File: src/rtl/c17_pkg.sv
// Shared constants for the triple-redundant ISCAS C17 pipeline: mode codes,
// fault-injection select encoding, and per-channel bit positions.
// No logic; imported by c17_core and c17_tmr_pipe.
package c17_pkg;

  // Redundancy mode; code 3 is reserved and behaves like single mode.
  typedef enum logic [1:0] {
    MODE_SINGLE = 2'd0,
    MODE_TMR    = 2'd1,
    MODE_DMR    = 2'd2,
    MODE_RSVD   = 2'd3
  } mode_e;

  // fi_sel value that disables fault injection.
  localparam logic [1:0] FI_NONE = 2'd3;

  localparam int NREP  = 3;  // replicas per channel
  localparam int IN_W  = 5;  // input bits per channel
  localparam int OUT_W = 2;  // output bits per channel

  // Input bit positions within a channel's 5-bit slice.
  localparam int G1_IDX = 0;
  localparam int G2_IDX = 1;
  localparam int G3_IDX = 2;
  localparam int G6_IDX = 3;
  localparam int G7_IDX = 4;

  // Output bit positions within a channel's 2-bit slice.
  localparam int G22_IDX = 0;
  localparam int G23_IDX = 1;

endpackage

File: src/rtl/c17_core.sv
// Purpose : one ISCAS C17 NAND network (5 inputs -> G22, G23).
// Latency : purely combinational.
// Backpressure: none; ports g_in[4:0] = {G7,G6,G3,G2,G1}, g_out[1:0] = {G23,G22}.
module c17_core
  import c17_pkg::*;
(
  input  logic [IN_W-1:0]  g_in,
  output logic [OUT_W-1:0] g_out
);

  logic g1, g2, g3, g6, g7;

  assign g1 = g_in[G1_IDX];
  assign g2 = g_in[G2_IDX];
  assign g3 = g_in[G3_IDX];
  assign g6 = g_in[G6_IDX];
  assign g7 = g_in[G7_IDX];

  assign g_out[G22_IDX] = ~(~(g1 & g3) & ~(g2 & ~(g3 & g6)));
  assign g_out[G23_IDX] = ~((g3 & g6) | (~g2 & ~g7));

endmodule

File: src/rtl/c17_tmr_pipe.sv
// Purpose : NCH C17 channels, each computed by three replicas, voted/compared per mode, with error counting.
// Latency : 2 cycles (S1 input register, S2 result register) from input transfer to out_valid.
// Backpressure: valid/ready; S2 holds while out_valid & ~out_ready, S1 advances only when S2 can take it.
// Ports   : clk/rst (async active-high); in_valid/in_ready/in_data[5*NCH]; mode, fi_sel, fi_mask[2*NCH]
//           sampled with each input; out_valid/out_ready/out_data[2*NCH]/out_err[NCH]; cnt_clr, err_cnt[CNTW].
module c17_tmr_pipe
  import c17_pkg::*;
#(
  parameter int NCH  = 4,
  parameter int CNTW = 16
) (
  input  logic                  clk,
  input  logic                  rst,
  input  logic                  in_valid,
  output logic                  in_ready,
  input  logic [IN_W*NCH-1:0]   in_data,
  input  logic [1:0]            mode,
  input  logic [1:0]            fi_sel,
  input  logic [OUT_W*NCH-1:0]  fi_mask,
  output logic                  out_valid,
  input  logic                  out_ready,
  output logic [OUT_W*NCH-1:0]  out_data,
  output logic [NCH-1:0]        out_err,
  input  logic                  cnt_clr,
  output logic [CNTW-1:0]       err_cnt
);

  localparam int DW = OUT_W * NCH;

  // ---------------- S1: captured transaction ----------------
  logic                  s1_vld_q, s1_vld_d;
  logic [IN_W*NCH-1:0]   s1_dat_q, s1_dat_d;
  mode_e                 s1_mode_q, s1_mode_d;
  logic [1:0]            s1_fi_sel_q, s1_fi_sel_d;
  logic [DW-1:0]         s1_fi_mask_q, s1_fi_mask_d;

  // ---------------- S2: voted result ----------------
  logic                  s2_vld_q, s2_vld_d;
  logic [DW-1:0]         s2_dat_q, s2_dat_d;
  logic [NCH-1:0]        s2_err_q, s2_err_d;

  logic [CNTW-1:0]       err_cnt_q, err_cnt_d;

  // ---------------- flow control ----------------
  logic s2_adv;
  logic in_xfer;
  logic out_xfer;

  // S2 can accept whenever it is empty or its content leaves this cycle;
  // S1 always empties into S2 at that moment.
  assign s2_adv   = ~s2_vld_q | out_ready;
  assign in_ready = ~s1_vld_q | s2_adv;
  assign in_xfer  = in_valid & in_ready;
  assign out_xfer = s2_vld_q & out_ready;

  // ---------------- replicas ----------------
  logic [NREP-1:0][DW-1:0] rep_raw;
  logic [NREP-1:0][DW-1:0] rep;

  for (genvar r = 0; r < NREP; r++) begin : g_rep
    for (genvar c = 0; c < NCH; c++) begin : g_ch
      c17_core u_core (
        .g_in  (s1_dat_q[IN_W*c +: IN_W]),
        .g_out (rep_raw[r][OUT_W*c +: OUT_W])
      );
    end
    // Mask lands on the selected replica only; FI_NONE matches no replica.
    assign rep[r] = rep_raw[r] ^ ((s1_fi_sel_q == 2'(r)) ? s1_fi_mask_q : '0);
  end

  // ---------------- vote / compare ----------------
  logic [DW-1:0]  maj;
  logic [DW-1:0]  diff01;
  logic [DW-1:0]  diff02;
  logic [DW-1:0]  vote_dat;
  logic [NCH-1:0] vote_err;

  assign maj    = (rep[0] & rep[1]) | (rep[0] & rep[2]) | (rep[1] & rep[2]);
  assign diff01 = rep[0] ^ rep[1];
  assign diff02 = rep[0] ^ rep[2];

  always_comb begin
    vote_dat = rep[0];
    vote_err = '0;
    case (s1_mode_q)
      MODE_TMR: begin
        vote_dat = maj;
        // With three replicas, "some replica disagrees" reduces to
        // replica 0 differing from either of the others.
        for (int c = 0; c < NCH; c++) begin
          vote_err[c] = (|diff01[OUT_W*c +: OUT_W]) | (|diff02[OUT_W*c +: OUT_W]);
        end
      end
      MODE_DMR: begin
        for (int c = 0; c < NCH; c++) begin
          vote_err[c] = |diff01[OUT_W*c +: OUT_W];
        end
      end
      default: begin
        vote_dat = rep[0];
        vote_err = '0;
      end
    endcase
  end

  // ---------------- next state ----------------
  always_comb begin
    s1_vld_d     = s1_vld_q;
    s1_dat_d     = s1_dat_q;
    s1_mode_d    = s1_mode_q;
    s1_fi_sel_d  = s1_fi_sel_q;
    s1_fi_mask_d = s1_fi_mask_q;
    s2_vld_d     = s2_vld_q;
    s2_dat_d     = s2_dat_q;
    s2_err_d     = s2_err_q;
    err_cnt_d    = err_cnt_q;

    if (in_ready) begin
      s1_vld_d = in_valid;
    end
    if (in_xfer) begin
      s1_dat_d     = in_data;
      s1_mode_d    = mode_e'(mode);
      s1_fi_sel_d  = fi_sel;
      s1_fi_mask_d = fi_mask;
    end

    // Data/err only change when a real result loads, so a held or
    // emptied S2 keeps its last values.
    if (s2_adv) begin
      s2_vld_d = s1_vld_q;
      if (s1_vld_q) begin
        s2_dat_d = vote_dat;
        s2_err_d = vote_err;
      end
    end

    if (cnt_clr) begin
      err_cnt_d = '0;
    end else if (out_xfer && (|s2_err_q) && !(&err_cnt_q)) begin
      err_cnt_d = err_cnt_q + CNTW'(1);
    end
  end

  // ---------------- registers ----------------
  always_ff @(posedge clk or posedge rst) begin
    if (rst) begin
      s1_vld_q     <= 1'b0;
      s1_dat_q     <= '0;
      s1_mode_q    <= MODE_SINGLE;
      s1_fi_sel_q  <= FI_NONE;
      s1_fi_mask_q <= '0;
      s2_vld_q     <= 1'b0;
      s2_dat_q     <= '0;
      s2_err_q     <= '0;
      err_cnt_q    <= '0;
    end else begin
      s1_vld_q     <= s1_vld_d;
      s1_dat_q     <= s1_dat_d;
      s1_mode_q    <= s1_mode_d;
      s1_fi_sel_q  <= s1_fi_sel_d;
      s1_fi_mask_q <= s1_fi_mask_d;
      s2_vld_q     <= s2_vld_d;
      s2_dat_q     <= s2_dat_d;
      s2_err_q     <= s2_err_d;
      err_cnt_q    <= err_cnt_d;
    end
  end

  assign out_valid = s2_vld_q;
  assign out_data  = s2_dat_q;
  assign out_err   = s2_err_q;
  assign err_cnt   = err_cnt_q;

endmodule

File: config.mk
export PLATFORM = sky130hd
export DESIGN_NAME = c17_tmr_pipe
export DESIGN_NICKNAME = d
export VERILOG_FILES = /design/src/rtl/c17_pkg.sv /design/src/rtl/c17_core.sv /design/src/rtl/c17_tmr_pipe.sv
export SDC_FILE = /design/constraint.sdc
export NUM_CORES = 1
export LEC_CHECK = 0
export BUFFER_PORTS_ARGS = -buffer_cell sky130_fd_sc_hd__buf_4
export CORE_MARGIN = 5
export CORE_UTILIZATION = 55
export DETAILED_ROUTE_END_ITERATION = 10
export PLACE_DENSITY = 0.83
export SYNTH_ARGS = -nofsm -noshare
export SYNTH_HDL_FRONTEND = slang
export SYNTH_SLANG_ARGS = --single-unit
File: constraint.sdc
create_clock -name clk -period 2.45 [get_ports clk]
set_input_delay 0.3675 -clock clk [delete_from_list [all_inputs] [get_ports clk]]
set_output_delay 0.3675 -clock clk [all_outputs]
set_load 0.005 [all_outputs]
==> results.yml, run 1 <==
cells_and_area:
  final-seq-area_sq_um: 1550
  syn_to_final_growth_pct: 23.6
  postLayoutCellArea_sq_um: 4380
  diodes: 0
  layout.nets: 469
  drive_above_1_share_pct: 34.1
  final_cells: 502
  multi_input_area_sq_um: 1890
  n_fill_cell: 503
yosys:
  synth_cell_types: 56
  ys_seq_elements: 62
  synth_area_leaders: "dfrtp_1, mux2_2, ha_1, nand2_1, xnor2_1"
  synthArstFlopShare_pct: 100
  synth_largest_area_cell: "dfrtp_1"
  synth-edff-count: 0
  ys_warn_count: 0
  synth.most_common_cell: "dfrtp_1"
  synth_top_area_share_pct: 42.3
  synth_flop_cell: "dfrtp_1"
  syn-cell-area_sq_um: 3550
  netlist_instances: 345
  synth_nets: 394
  syn-mean-instance-area_sq_um: 10.3
  yosysSeqAreaShare_pct: 43.8
  synth_top_cells_by_count: "dfrtp_1, mux2_2, nand2_1, nor2_1, o21ai_0"
sta:
  finalSetupViolCount: 0
  min_period_ps: 2200
  clock_skew_ps: 6.74
  fin_setup_tns_ps: 0
  fin_crit_sh_pct: 89.8
  max_freq_mhz: 454
  hold_ws_ps: 85.6
  slew_violations: 0
  rsz0062_at_grt: "false"
  relSlewSlack_pct: 63.8
  fin_ws_ps: 249
  final_hold_viol_count: 0
  worstMarginPinSlew_ps: 540
setup_path:
  r2r_cells: 9
  critPathMaxFanout: 8
  crit_end: "out_err[3]"
  r2r-start: "s1_fi_sel_q[0]"
  crit_arrival_ps: 2430
  setup.worst_path.start: "s1_fi_sel_q[0]"
  reg2reg_setup_slack_ps: 250
  rr_endpoint: "out_err[3]"
  crit_required_ps: 2680
  startpoint_type: "flip-flop"
  criticalPathCategory: "flip-flop to flip-flop"
  endpoint_kind: "flip-flop"
clock_network:
  clk_pin_slew_ps: 70
  cts_buffer_depth: 2
  cts_tree: "yes"
  cts_buffers: 9
  h-tree-depth: 3
  cts_root_buf: "clkbuf_8"
  clock_sinks: 62
  clock_latency_ps: 350
place:
  portBuffers: 66
  dp_hpwl_um: 5990
  pre_cts_ws_ps: 230
  gp_congestion: 0.892
  dp.cells: 485
  placed_cell_area_sq_um: 4150
floorplan:
  fp.dieW_um: 90.3
  ios: 67
  dieArea_sq_um: 8160
  floorplan.initialDensity_pct: 56.2
  rows: 29
  core_area_sq_um: 6310
  die_h_um: 90.3
global_routing:
  grt_pass1_vias: 3001
  grt_pass1_wl_um: 13900
  overflow: 0
  grt_max_degree: 34
  grt_antenna_before_repair: 0
  grtUsageTotal_pct: 20.7
route:
  wl_per_cell_um: 16.2
  drc: 0
  vias_per_cell: 5.89
  ant_nets: 0
  drt_pass1_iterations: 5
  vias: 2957
  drtIter0Drc: 108
  routed_wl_um: 8140
power:
  power_density_nw_per_um2: 758
  irDropWorstVdd_v: 0.000575
  cellLeakagePower_nw: 1.97
run_status:
  status: "finished, final reports clean"
job:
  max-cap-violations: 0
min_path:
  hold_path_class: "input pin to async pin"
-- worst min-delay path by stage --
stage | start | depth (start not counted) | slack [ps] | endpoint
2_1_floorplan | s1_vld_q | 1 | 470 | out_valid
3_3_place_gp | rst | 3 | 470 | err_cnt[13]
3_5_place_dp | rst | 3 | 470 | err_cnt[13]
4_1_cts | rst | 3 | 90 | err_cnt[13]
5_1_grt | rst | 3 | 110 | err_cnt[13]
6_report | rst | 3 | 90 | err_cnt[13]
-- worst max-delay path, stage by stage, from the launching register on --
cell and delay, ps:
dfstp_2 400, buf_4 160, nor2_2 320, nand2_1 140, xnor2_1 240, ha_1 270, a211oi_1 240, nor2_1 70
a21oi_1 150, o31ai_1 80
-- cell usage in the layout, fill, tap and decap left out, types with 5 or more instances in the layout --
cell and count:
a211oi_1 7, a21oi_1 14, a41oi_1 5, buf_4 75, clkbuf_8 10, dfrtp_1 60
ha_1 12, inv_1 14, mux2_2 37, nand2_1 36, nand2b_1 5, nand3_1 6
nor2_1 21, nor2b_1 9, o21ai_0 16, xnor2_1 15
-- flip-flops by register name, summed over array words and instances, names as in the netlist --
name / cells
s1_fi_mask_q: 8
s1_dat_q: 20
s1_vld_q: 1
out_data: 8
out_err: 4
out_valid: 1
err_cnt: 16
s1_mode_q: 2
s1_fi_sel_q: 2
-- final cells by class --
cell class                 instances  area share [%]
timing repair buffer              75            12.8
tap                               77            2.20
multi-input combinational        257            43.2
clock inverter                     6            1.94
inverter                          15            1.28
clock buffer                      10            3.14
sequential                        62            35.4
-- report_power, final --
group          total, mW  internal, mW  switching, mW
registers           1.33          1.18          0.149
logic              0.987         0.518          0.469
clock network       1.00         0.596          0.408
total               3.32          2.30           1.03
-- per-stage QoR --
stage | total power [mW] | utilization, %
after floorplan | 1.96 | -
after detailed placement | 2.33 | 65.8
after global placement | 2.29 | 65.8
final | 3.32 | 69.4
after global routing | 3.53 | 69.4
after CTS | 3.35 | 69.3
-- repair_timing --
| action | in CTS | in global routing |
|---|---|---|
| hold buffers | 0 | 0 |
| gates resized for setup | 0 | 1 |
| setup buffers | 0 | 1 |
| setup endpoints to repair | 0 | 1 |
-- per-layer routing --
metal  global-route usage (%)  part of all wire, %
met2                     33.9                   50
met3                     5.25                  5.8
met1                     24.9                   41
met5                        0                    0
met4                     11.2                  2.8
-- cells by family after synthesis --
group | after synthesis | share of synthesized area [%]
fa+ha+maj | 12 | 4.23
flops | 62 | 43.8
xor+xnor | 18 | 4.44
buf+inv | 26 | 2.96
compound gates | 74 | 14.4
simple gates | 111 | 16.8
mux | 42 | 13.4
No activity file was read; power rests on OpenSTA's default activity.
==> inputs of run 2 (changes only) <==
--- a/config.mk
+++ b/config.mk
@@ -9,6 +9,7 @@
 export CORE_MARGIN = 5
 export CORE_UTILIZATION = 55
 export DETAILED_ROUTE_END_ITERATION = 10
+export GPL_TIMING_DRIVEN = 0
 export PLACE_DENSITY = 0.83
 export SYNTH_ARGS = -nofsm -noshare
 export SYNTH_HDL_FRONTEND = slang
==> results.yml, run 2 (synthesis results as in run 1) <==
setup_path:
  rr_endpoint: "out_err[1]"
  criticalPathCategory: "flip-flop to flip-flop"
  worst_path_max_delay_cell: "dfstp_2"
  cp_top_family: "flip-flops"
  startpoint_type: "flip-flop"
  endpoint_kind: "flip-flop"
  crit_end: "out_err[1]"
  r2r_cells: 9
  critPathMaxFanout: 10
  critical_path_depth: 9
  path_buf_inv: 2
  setup.worst_path.start: "s1_fi_sel_q[0]"
  reg2reg_setup_slack_ps: 150
  crit_required_ps: 2680
  path_cells: "inv_1 -> nor2_4 -> buf_12 -> nand2_1 -> xor2_1 -> ha_1 -> o22ai_1 -> a211oi_1 -> a21o_1"
  crit_arrival_ps: 2520
  cpPeakStageDelay_ps: 640
  r2r-start: "s1_fi_sel_q[0]"
sta:
  hold_ws_ps: 108
  slew_violations: 0
  clock_skew_ps: 10.9
  fin_crit_sh_pct: 93.7
  worstMarginPinSlew_ps: 621
  max_freq_mhz: 435
  relSlewSlack_pct: 58.6
  finalSetupViolCount: 0
  final_hold_viol_count: 0
  min_period_ps: 2300
  rsz0062_at_grt: "false"
cells_and_area:
  fin_util_pct: 69.2
  final_cells: 505
  diodes: 0
  final_common_cell: "buf_4"
  final_cell_mix: "buf_4, dfrtp_1, mux2_2"
  syn_to_final_growth_pct: 23.1
  largest_reg_flops: 20
  layout.nets: 472
  drive_above_1_share_pct: 32.7
  largest-register: "s1_dat_q"
floorplan:
  core_area_sq_um: 6310
  rows: 29
  floorplan.initialDensity_pct: 56.2
  die_h_um: 90.3
  dieArea_sq_um: 8160
  ios: 67
  fp.dieW_um: 90.3
clock_network:
  cts_buffers: 9
  cts_root_buf: "clkbuf_8"
  cts_tree: "yes"
  clock_sinks: 62
  cts_buffer_depth: 2
  clock_latency_ps: 340
  cts_hold_buffers: 0
  clk_pin_slew_ps: 60
  h-tree-depth: 3
place:
  portBuffers: 66
  gp_congestion: 0.909
  dp_hpwl_um: 6210
  dp.cells: 489
route:
  ant_nets: 0
  vias_per_cell: 5.91
  drt_pass1_iterations: 4
  wl_per_cell_um: 16.8
  routed_wl_um: 8490
  drtIter0Drc: 154
  drc: 0
  vias: 2984
global_routing:
  grt_antenna_before_repair: 0
  grt_pass1_wl_um: 14700
  grt_pass1_vias: 3142
  grtUsageTotal_pct: 21.9
  overflow: 0
  grt_max_degree: 35
power:
  clock_power_share_pct: 26.1
  switching_power_mw: 1.01
  p_int_mw: 2.16
  swShare_pct: 31.9
  power_density_nw_per_um2: 725
  cellLeakagePower_nw: 1.96
  p_seq_share_pct: 42.1
  combPwrFrac_pct: 31.9
  irDropWorstVdd_v: 0.000476
run_status:
  status: "finished, final reports clean"
min_path:
  hold_path_class: "input pin to async pin"
job:
  max-cap-violations: 0
-- run 2: worst min path at each step --
| stage | to | slack [ps] | cells past startpoint |
|---|---|---|---|
| 2_1_floorplan | out_valid | 470 | 1 |
| 3_3_place_gp | out_data[1] | 470 | 2 |
| 3_5_place_dp | s1_dat_q[14] | 480 | 2 |
| 4_1_cts | s1_dat_q[14] | 110 | 2 |
| 5_1_grt | s1_dat_q[14] | 160 | 2 |
| 6_report | s1_dat_q[14] | 110 | 2 |
-- run 2: layout make-up --
cell class	count	area, sq um
plain buffers	10	46.3
clock buffers	15	176
clock inverters	1	5.00
fillers	524	1950
inverters	15	56.3
multi-input cells	257	1900
flip-flops and latches	62	1550
well taps	77	96.3
repair buffers	68	536
-- run 2: worst reg2reg max path, cell delays in order (launching register included) --
cell      delay (ps)
dfstp_2          640
inv_1            220
nor2_4           210
buf_12           140
nand2_1           60
xor2_1           150
ha_1             320
o22ai_1          190
a211oi_1         100
a21o_1           160
-- run 2: metrics by stage --
stage	area, sq um	power [mW]	setup WS (ps)	TNS, ps
floorplan	3550	1.96	189	0
global placement	4140	2.28	-405	-13430
detailed placement	4160	2.33	-431	-3310
CTS	4350	3.18	145	0
global route	4370	3.36	20.1	0
finish	4370	3.16	154	0
-- run 2: what timing repair did --
action                                  CTS  global route
buffers inserted                          0             1
hold endpoints to repair                  0             0
resized for setup                         2             2
pin swaps                                 0             1
endpoints found under the setup margin   12             1
-- run 2: power groups by stage --
stage                     registers, mW  logic (mW)  clock network (mW)
after floorplan                    1.31       0.652                   0
after global placement             1.33       0.951                   0
after detailed placement           1.34       0.990                   0
after CTS                          1.33        1.00               0.846
after global routing               1.35        1.12               0.890
final                              1.33        1.01               0.824
-- run 2: routing by layer --
| layer | GRT usage [%] | wire [um] | share of wire, % |
|---|---|---|---|
| met2 | 36.5 | 4300 | 51 |
| met1 | 26.7 | 3450 | 41 |
| met3 | 5.67 | 578 | 6.8 |
| met4 | 9.43 | 157 | 1.9 |
| met5 | 0 | 0 | 0 |
==> inputs of run 3 (changes only) <==
--- a/config.mk
+++ b/config.mk
@@ -5,6 +5,7 @@
 export SDC_FILE = /design/constraint.sdc
 export NUM_CORES = 1
 export LEC_CHECK = 0
+export ABC_AREA = 1
 export BUFFER_PORTS_ARGS = -buffer_cell sky130_fd_sc_hd__buf_4
 export CORE_MARGIN = 5
 export CORE_UTILIZATION = 55
==> results.yml, run 3 <==
run_status:
  status: "finished, final reports clean"
yosys:
  synth-edff-count: 0
  synth_nets: 524
  synth_cell_types: 29
  ys_warn_count: 0
  yosysSeqAreaShare_pct: 43.8
  synth_area_leaders: "dfrtp_1, nand2_1, nor2_1, inv_1, a21oi_1"
  syn-mean-instance-area_sq_um: 7.48
  syn-cell-area_sq_um: 3550
  synth_flop_cell: "dfrtp_1"
  synthArstFlopShare_pct: 100
  netlist_instances: 475
  synth_top_area_share_pct: 42.3
  synth.most_common_cell: "nand2_1"
  synth_largest_area_cell: "dfrtp_1"
  synth_top_cells_by_count: "nand2_1, nor2_1, dfrtp_1, inv_1, a21oi_1"
  ys_seq_elements: 62
clock_network:
  cts_hold_buffers: 0
  postCtsSetupBuffers: 0
  cts_root_buf: "clkbuf_8"
  clock_latency_ps: 330
  clk_pin_slew_ps: 70
  cts_buffers: 9
  h-tree-depth: 3
  cts_buffer_depth: 2
  cts_tree: "yes"
  clock_sinks: 62
  postCtsResizedCells: 0
power:
  p_seq_share_pct: 39.4
  cellLeakagePower_nw: 2.28
  switching_power_mw: 1.10
  irDropWorstVdd_v: 0.000443
  p_int_mw: 2.25
  swShare_pct: 32.9
  clock_power_share_pct: 29.7
  power_density_nw_per_um2: 765
  combPwrFrac_pct: 30.8
route:
  drc: 0
  wl_per_cell_um: 13.4
  routed_wl_um: 8500
  vias: 3346
  ant_nets: 0
  drtIter0Drc: 211
  drt_pass1_iterations: 5
  vias_per_cell: 5.27
cells_and_area:
  drive_above_1_share_pct: 19.0
  syn_to_final_growth_pct: 23.5
  final-seq-area_sq_um: 1550
  largest-register: "s1_dat_q"
  largest_reg_flops: 20
  postLayoutCellArea_sq_um: 4390
  n_fill_cell: 509
  multi_input_area_sq_um: 1750
  final_cell_mix: "nand2_1, buf_4, nor2_1"
  layout.nets: 602
  final_cells: 635
  diodes: 0
  final_common_cell: "nand2_1"
min_path:
  hold_path_class: "input pin to async pin"
floorplan:
  fp.dieW_um: 90.4
  floorplan.initialDensity_pct: 56.2
  rows: 29
  dieArea_sq_um: 8160
  core_area_sq_um: 6310
  ios: 67
  die_h_um: 90.4
sta:
  min_period_ps: 2170
  worstMarginPinSlew_ps: 630
  relSlewSlack_pct: 57.8
  max_freq_mhz: 461
  clock_skew_ps: 7.80
  rsz0062_at_grt: "false"
  slew_violations: 0
  fin_crit_sh_pct: 88.6
  finalSetupViolCount: 0
  final_hold_viol_count: 0
setup_path:
  worst_path_max_delay_cell: "dfstp_2"
  cp_top_family: "simple AND/OR/NAND/NOR gates"
  startpoint_type: "flip-flop"
  endpoint_kind: "flip-flop"
  crit_required_ps: 2670
  path_buf_inv: 2
  setup.worst_path.start: "s1_fi_sel_q[0]"
  critPathMaxFanout: 10
  cpPeakStageDelay_ps: 400
  path_cells: "nor2_1 -> buf_2 -> nand2_1 -> xnor2_1 -> inv_1 -> ha_1 -> o21ai_0 -> nand3_1 -> a22o_1"
  crit_arrival_ps: 2390
  criticalPathCategory: "flip-flop to flip-flop"
  r2r-start: "s1_fi_sel_q[0]"
global_routing:
  grt_pass1_wl_um: 15100
  grt_pass1_vias: 3388
  grt_antenna_before_repair: 0
  grt_max_degree: 36
  overflow: 0
  grtUsageTotal_pct: 22.0
place:
  dp_hpwl_um: 6700
  gp_congestion: 0.880
  dp.cells: 619
  placed_cell_area_sq_um: 4160
  portBuffers: 66
job:
  max-cap-violations: 0
==> run 3: cell types whose count changed after synthesis, moves of 7 or more <==
| cell | delta |
|---|---|
| nand2_1 | +110 |
| nor2_1 | +43 |
| inv_1 | +34 |
| mux2_2 | -34 |
| a21oi_1 | +18 |
| nand3_1 | +17 |
| nand4_1 | +14 |
| xnor2_1 | -11 |
| nor2b_1 | -9 |
| xor2_1 | +8 |
| a211oi_1 | -7 |
==> run 3: final cells by class <==
type                       count  area share [%]
buffer                        12            1.34
timing repair buffer          67            11.8
inverter                      49            4.19
tap                           77            2.20
multi-input combinational    352            40.0
clock inverter                 6            1.94
sequential                    62            35.4
clock buffer                  10            3.14
==> run 3: final timing paths <==
check | endpoint | slack, ps | depth (start not counted)
worst min register to register | out_data[5] | 480 | 2
worst max-delay path | out_err[3] | 280 | 9
min in group clk | s1_dat_q[8] | 240 | 2
worst max register to register | out_err[3] | 280 | 9
max in group asynchronous | out_err[2] | 1760 | 3
worst min-delay path | s1_dat_q[18] | 100 | 2
==> run 3: power groups by stage <==
| stage | Combinational (mW) | Clock, mW | Sequential (mW) |
|---|---|---|---|
| 3_3_place_gp | 0.997 | 0 | 1.33 |
| 5_1_grt | 1.19 | 1.06 | 1.35 |
| 2_1_floorplan | 0.649 | 0 | 1.32 |
| 6_report | 1.03 | 0.999 | 1.32 |
| 3_5_place_dp | 1.04 | 0 | 1.34 |
| 4_1_cts | 1.04 | 1.01 | 1.32 |
==> run 3: through the flow <==
stage	hold WS, ps	TNS [ps]	setup WS (ps)	utilization [%]	power, mW
2_1_floorplan	465	0	544	-	1.97
3_3_place_gp	469	-11040	-188	65.6	2.33
3_5_place_dp	469	0	292	65.9	2.38
4_1_cts	109	0	263	69.5	3.37
5_1_grt	146	0	81.8	69.5	3.60
6_report	97.3	0	279	69.5	3.36
==> run 3: per-layer routing <==
metal / up-vias / share of wire (%) / wire length (um) / track usage (%)
met3: 16 / 7.2 / 614 / 5.50
met5: - / 0 / 0 / 0
met4: 0 / 1.8 / 149 / 8.31
met2: 128 / 47 / 4040 / 34.9
met1: 1526 / 44 / 3700 / 29.1
li1: 1676 / - / - / -
==> run 3: kinds of logic after synthesis <==
| group | Yosys count | share of synthesized area (%) |
|---|---|---|
| simple gates | 262 | 30.7 |
| buf+inv | 61 | 6.84 |
| compound gates | 56 | 8.53 |
| xor+xnor | 15 | 3.70 |
| flops | 62 | 43.8 |
| fa+ha+maj | 12 | 4.23 |
| mux | 7 | 2.22 |
